## src/rtl/dmem_access_arbiter.sv

```systemverilog
// dmem_access_arbiter: single-port data-memory controller shared by the
// load/store unit and the stack unit. It arbitrates round-robin, owns the
// stack pointer, issues one memory command per grant and returns read data.
// Optional overflow/underflow guard: define DMEM_STACK_GUARD_EN.
module dmem_access_arbiter #(
  parameter int unsigned MEM_WORDS   = 256,
  parameter int unsigned STACK_TOP   = 255,
  parameter int unsigned STACK_DEPTH = 64
) (
  input  logic        clk,
  input  logic        rst_n,
  input  logic        ls_req,
  input  logic        ls_we,
  input  logic [31:0] ls_addr,
  input  logic [31:0] ls_wdata,
  output logic        ls_gnt,
  output logic        ls_rvalid,
  output logic [31:0] ls_rdata,
  input  logic        stk_req,
  input  logic        stk_pop,
  input  logic [31:0] stk_wdata,
  output logic        stk_gnt,
  output logic        stk_rvalid,
  output logic [31:0] stk_rdata,
  output logic        stk_err,
  output logic [7:0]  sp,
  output logic        mem_read,
  output logic        mem_write,
  output logic [31:0] mem_addr,
  output logic [31:0] mem_wdata,
  input  logic [31:0] mem_rdata
);

`ifdef DMEM_STACK_GUARD_EN
  localparam bit GUARD_EN = 1'b1;
`else
  localparam bit GUARD_EN = 1'b0;
`endif

  localparam logic [7:0]  SP_TOP   = 8'(STACK_TOP);
  localparam logic [7:0]  SP_DEPTH = 8'(STACK_DEPTH);
  localparam logic [29:0] WMASK    = 30'(MEM_WORDS - 1);

  typedef enum logic [1:0] {IDLE, ISSUE, RD_WAIT, RESP} state_e;

  state_e      state_q;
  logic        ls_gnt_q, stk_gnt_q, ls_rvalid_q, stk_rvalid_q, stk_err_q;
  logic        mem_read_q, mem_write_q;
  logic [31:0] mem_addr_q, mem_wdata_q, ls_rdata_q, stk_rdata_q;
  logic [7:0]  sp_q;
  logic        last_stk_q, win_stk_q, rd_q, err_q;

  logic        pick_stk_d, rd_d, err_d;
  logic [31:0] addr_d, wdata_d;
  logic [7:0]  depth;
  logic        stk_full, stk_empty;

  // Winner selection and the command it would issue, evaluated from IDLE
  always_comb begin
    pick_stk_d = stk_req;
    if (ls_req && stk_req) pick_stk_d = ~last_stk_q;
    depth     = SP_TOP - sp_q;
    stk_full  = (depth == SP_DEPTH);
    stk_empty = (sp_q == SP_TOP);
    rd_d      = ~ls_we;
    err_d     = 1'b0;
    addr_d    = ls_addr & {WMASK, 2'b00};
    wdata_d   = ls_wdata;
    if (pick_stk_d) begin
      rd_d    = stk_pop;
      err_d   = GUARD_EN & (stk_pop ? stk_empty : stk_full);
      addr_d  = {22'd0, (stk_pop ? 8'(sp_q + 8'd1) : sp_q), 2'b00};
      wdata_d = stk_wdata;
    end
  end

  // Access sequencer: arbitration, command issue, response capture
  always_ff @(posedge clk or negedge rst_n) begin
    if (!rst_n) begin
      state_q      <= IDLE;
      ls_gnt_q     <= 1'b0;
      stk_gnt_q    <= 1'b0;
      ls_rvalid_q  <= 1'b0;
      stk_rvalid_q <= 1'b0;
      stk_err_q    <= 1'b0;
      mem_read_q   <= 1'b0;
      mem_write_q  <= 1'b0;
      mem_addr_q   <= '0;
      mem_wdata_q  <= '0;
      ls_rdata_q   <= '0;
      stk_rdata_q  <= '0;
      sp_q         <= SP_TOP;
      last_stk_q   <= 1'b1;
      win_stk_q    <= 1'b0;
      rd_q         <= 1'b0;
      err_q        <= 1'b0;
    end else begin
      ls_gnt_q     <= 1'b0;
      stk_gnt_q    <= 1'b0;
      ls_rvalid_q  <= 1'b0;
      stk_rvalid_q <= 1'b0;
      stk_err_q    <= 1'b0;
      mem_read_q   <= 1'b0;
      mem_write_q  <= 1'b0;
      case (state_q)
        IDLE: begin
          if (ls_req || stk_req) begin
            // Grant is presented in ISSUE; last-winner moves with it
            state_q     <= ISSUE;
            win_stk_q   <= pick_stk_d;
            last_stk_q  <= pick_stk_d;
            rd_q        <= rd_d;
            err_q       <= err_d;
            ls_gnt_q    <= ~pick_stk_d;
            stk_gnt_q   <= pick_stk_d;
            stk_err_q   <= err_d;
            mem_read_q  <= rd_d & ~err_d;
            mem_write_q <= ~rd_d & ~err_d;
            mem_addr_q  <= addr_d;
            mem_wdata_q <= wdata_d;
          end
        end
        ISSUE: begin
          if (win_stk_q && !err_q) sp_q <= rd_q ? 8'(sp_q + 8'd1) : 8'(sp_q - 8'd1);
          state_q <= (rd_q && !err_q) ? RD_WAIT : IDLE;
        end
        RD_WAIT: begin
          if (win_stk_q) begin
            stk_rdata_q  <= mem_rdata;
            stk_rvalid_q <= 1'b1;
          end else begin
            ls_rdata_q  <= mem_rdata;
            ls_rvalid_q <= 1'b1;
          end
          state_q <= RESP;
        end
        RESP:    state_q <= IDLE;
        default: state_q <= IDLE;
      endcase
    end
  end

  assign ls_gnt     = ls_gnt_q;
  assign stk_gnt    = stk_gnt_q;
  assign ls_rvalid  = ls_rvalid_q;
  assign stk_rvalid = stk_rvalid_q;
  assign ls_rdata   = ls_rdata_q;
  assign stk_rdata  = stk_rdata_q;
  assign stk_err    = stk_err_q;
  assign sp         = sp_q;
  assign mem_read   = mem_read_q;
  assign mem_write  = mem_write_q;
  assign mem_addr   = mem_addr_q;
  assign mem_wdata  = mem_wdata_q;

endmodule

```

## config.mk

```make
export PLATFORM = sky130hd
export DESIGN_NAME = dmem_access_arbiter
export DESIGN_NICKNAME = d
export VERILOG_FILES = /design/src/rtl/dmem_access_arbiter.sv
export SDC_FILE = /design/constraint.sdc
export NUM_CORES = 1
export LEC_CHECK = 0
export CORE_UTILIZATION = 43
export CTS_CLUSTER_SIZE = 8
export DETAILED_ROUTE_END_ITERATION = 6
export PLACE_DENSITY = 0.84
export SLEW_MARGIN = 0
export SYNTH_ARGS = -nofsm -noshare
export SYNTH_HDL_FRONTEND = slang
export SYNTH_SLANG_ARGS = --single-unit
```

## constraint.sdc

```tcl
create_clock -name clk -period 4.3 [get_ports clk]
set_input_delay 0.86 -clock clk [delete_from_list [all_inputs] [get_ports clk]]
set_output_delay 0.86 -clock clk [all_outputs]
set_load 0.02 [all_outputs]
```

==> impl_results.md <==
- Post-DR vias/cell: 4.96
- Drt wl/cell: 16.3 um
- Initial antenna violation count: 0
- Worst Hold End: mem_wdata[28]$_DFFE_PN0P_
- # nets final: between 700 and 800
- CP Cell Sequence: clkdlybuf4s50_1
- DP Wirelength: 9.52 mm
- Post-detailed-route count of antenna-violating nets: 0
- RSZ-0062 raised after global routing: false
- CTS buffer count: 17
- # rows: 39
- Clock Tree Root: clkbuf_16
- R2R setup slack: roughly 2.2 ns
- Setup skew after layout: 0.00837 ns
- Largest net degree at the start of global routing: 63
- Hold Path Class: reg2reg
- Yosys warning count: 0
- Worst path arrival time: around 1.7 ns
- Hold_sp: mem_wdata[28]$_DFFE_PN0P_
- First-pass DRT Iterations: 4
- Sequential area share after synthesis: approximately three fifths
- Post-CTS setup buffers: 0
- Final setup violation count: 0
- Vias: 3981
- P&R area growth vs syn: 54.5%
- Stages on the worst setup path: 1
- Fmax: between 300 and 400 MHz
- Die width: 112 um
- Worst VDD drop: 406 uV
- Crit path max-delay family: buffers and inverters
- Worst-Margin Slew: 0.989 ns
- Total Power: 0.00657 W
- Most common cell after layout, fill and taps aside: clkdlybuf4s50_1
- Hold-fix buffers, CTS: 0
- Clk buf depth: 2
- First-pass GRT wire length: approximately 22 mm
- Fin. max-slew vios: 0
- Worst Path Max Fanout: 9
- Critical path buffer and inverter count: 1
- # H-tree levels: 4
- Vias in the first global route: roughly 4300
- Setup_tns: 0 ns
- Total Routed Length: 13.1 mm
- Post-synthesis cell type count: 33
- Max cap viols: 0
- Initial Util: between 40% and 50%
- Power Density: 811 nW/um2
- Crit path launch type: register
- Final min period: 2.54 ns
- Full die area: roughly 13000 um2
- Fin crit share: 59.1%
- Most frequent cells in the layout: clkdlybuf4s50_1, dfrtp_1, mux2_2
- Critical path class: reg2out
- Rel. slew slack: 33.9%
- Ant. Diodes: 0
- Post-synthesis cell area: 5240 um2
- CTS tree: yes
- IO Pins: 277
- Seq cells post-synth: approximately 120
- Mapped Cells: 424
- Slowest stage cell, crit path: clkdlybuf4s50_1
- Total grt overflow: 0
- DRC viols: 0
- Outcome: complete, no violations
- Die H: 112 um
- Tot GR Track Use: 22.2%
- Area leader, netlist: dfrtp_1
- Clock slew at reported path FFs: 0.06 ns
- Leak pwr: 3.51 nW
- Crit path required time: 3.44 ns
- CTS sink count: 123
- Fraction of layout cells with a size suffix above 1: 17.3%
- Avg Inst Size Synth: roughly 12 um2
- Core Footprint: 11700 um2
- Clk Latency, worst-skew pair: 0.41 ns
- Number of buffers added on ports: 227
- Fin. Hold Viols: 0
- Global placement routability congestion: 0.777
- Critical R2R Capture: ls_rdata[24]$_DFFE_PN0P_
- FF-to-FF path depth: 3
- Initial DRC Count: around 160
- Post_cts resized: 0
- Worst Hold Depth: 2
- Worst stage delay on the critical path: 0.66 ns
- Top post-synthesis cells by area: dfrtp_1, mux2_2, dfstp_2
- Yosys top cell area share: 54.4%
- CP Capture Type: output port
==> layer usage <==
| layer | vias up | routed length [um] | global-route usage [%] |
|---|---|---|---|
| li1 | 1865 | - | - |
| met4 | 0 | 241 | 9.42 |
| met3 | 25 | 894 | 6.05 |
| met2 | 180 | 6850 | 39.8 |
| met1 | 1911 | 5100 | 24.9 |
| met5 | - | 0 | 0 |
==> Yosys cell counts <==
library cell	count
a21o_1	2
nor2b_1	3
nor2_1	10
buf_8	1
clkinv_4	1
o21ai_1	9
conb_1	1
and2_1	1
dfstp_2	9
ha_1	2
or4b_1	1
mux2i_1	16
o22ai_1	1
dfrtp_1	114
a21bo_1	1
or4_1	2
nand4_1	5
inv_1	3
mux2_2	64
nand2_1	61
o21ai_0	17
a211oi_1	1
buf_4	28
a21oi_1	3
or3_4	1
o211a_1	1
a22oi_1	26
clkbuf_1	10
xnor2_1	9
buf_2	11
xor2_1	6
buf_6	1
nor3_1	3
==> layout make-up <==
type,instances,area [um2]
Fill cell,811,3560
Multi-Input combinational cell,270,1910
Inverter,4,20.0
Clock buffer,18,439
Clock inverter,14,146
Tap cell,143,179
Sequential cell,123,3090
Timing Repair Buffer,231,2310
==> report_power, final <==
| group | internal [W] | switching, W |
|---|---|---|
| clock network | 0.000869 | 0.000528 |
| logic | 0.00153 | 0.00150 |
| registers | 0.00177 | 0.000376 |
| total | 0.00416 | 0.00240 |
==> how the worst max path moves through the flow <==
stage / from / to / slack (ns)
floorplan: stk_req / mem_wdata[22]$_DFFE_PN0P_ / 2.38
global placement: stk_req / mem_wdata[30]$_DFFE_PN0P_ / 1.59
detailed placement: ls_req / mem_wdata[25]$_DFFE_PN0P_ / 1.50
CTS: sp[3]$_DFFE_PN1P_ / sp[3] / 1.75
global route: sp[3]$_DFFE_PN1P_ / sp[3] / 1.69
finish: sp[4]$_DFFE_PN1P_ / sp[4] / 1.76
==> cell families after synthesis <==
| family | synth area share [%] |
|---|---|
| fa+ha+maj | 0.477 |
| xor+xnor | 2.51 |
| compound gates | 7.42 |
| buf+inv | 6.66 |
| mux | 16.8 |
| simple gates | 7.14 |
| flops | 58.9 |
| other cells | 0.0715 |
==> state kept, by name (all words and copies together) (netlist names), 8 cells and up, named ones only <==
| register | cells |
|---|---|
| mem_addr | 8 |
| sp | 8 |
| ls_rdata | 32 |
| stk_rdata | 32 |
| mem_wdata | 32 |
==> per-stage QoR <==
stage          utilization (%)  std cells  worst slack, ns  instance area (um2)  hold WS [ns]
2_1_floorplan                -        448             2.38                 5330         0.439
3_3_place_gp              64.4        771             1.59                 7510         0.447
3_5_place_dp              64.4        771             1.50                 7510         0.457
4_1_cts                   69.4        803             1.75                 8100         0.468
5_1_grt                   69.4        803             1.69                 8100         0.481
6_report                  69.4        803             1.76                 8100         0.469
Note: power is estimated with default switching activity, not from simulation.
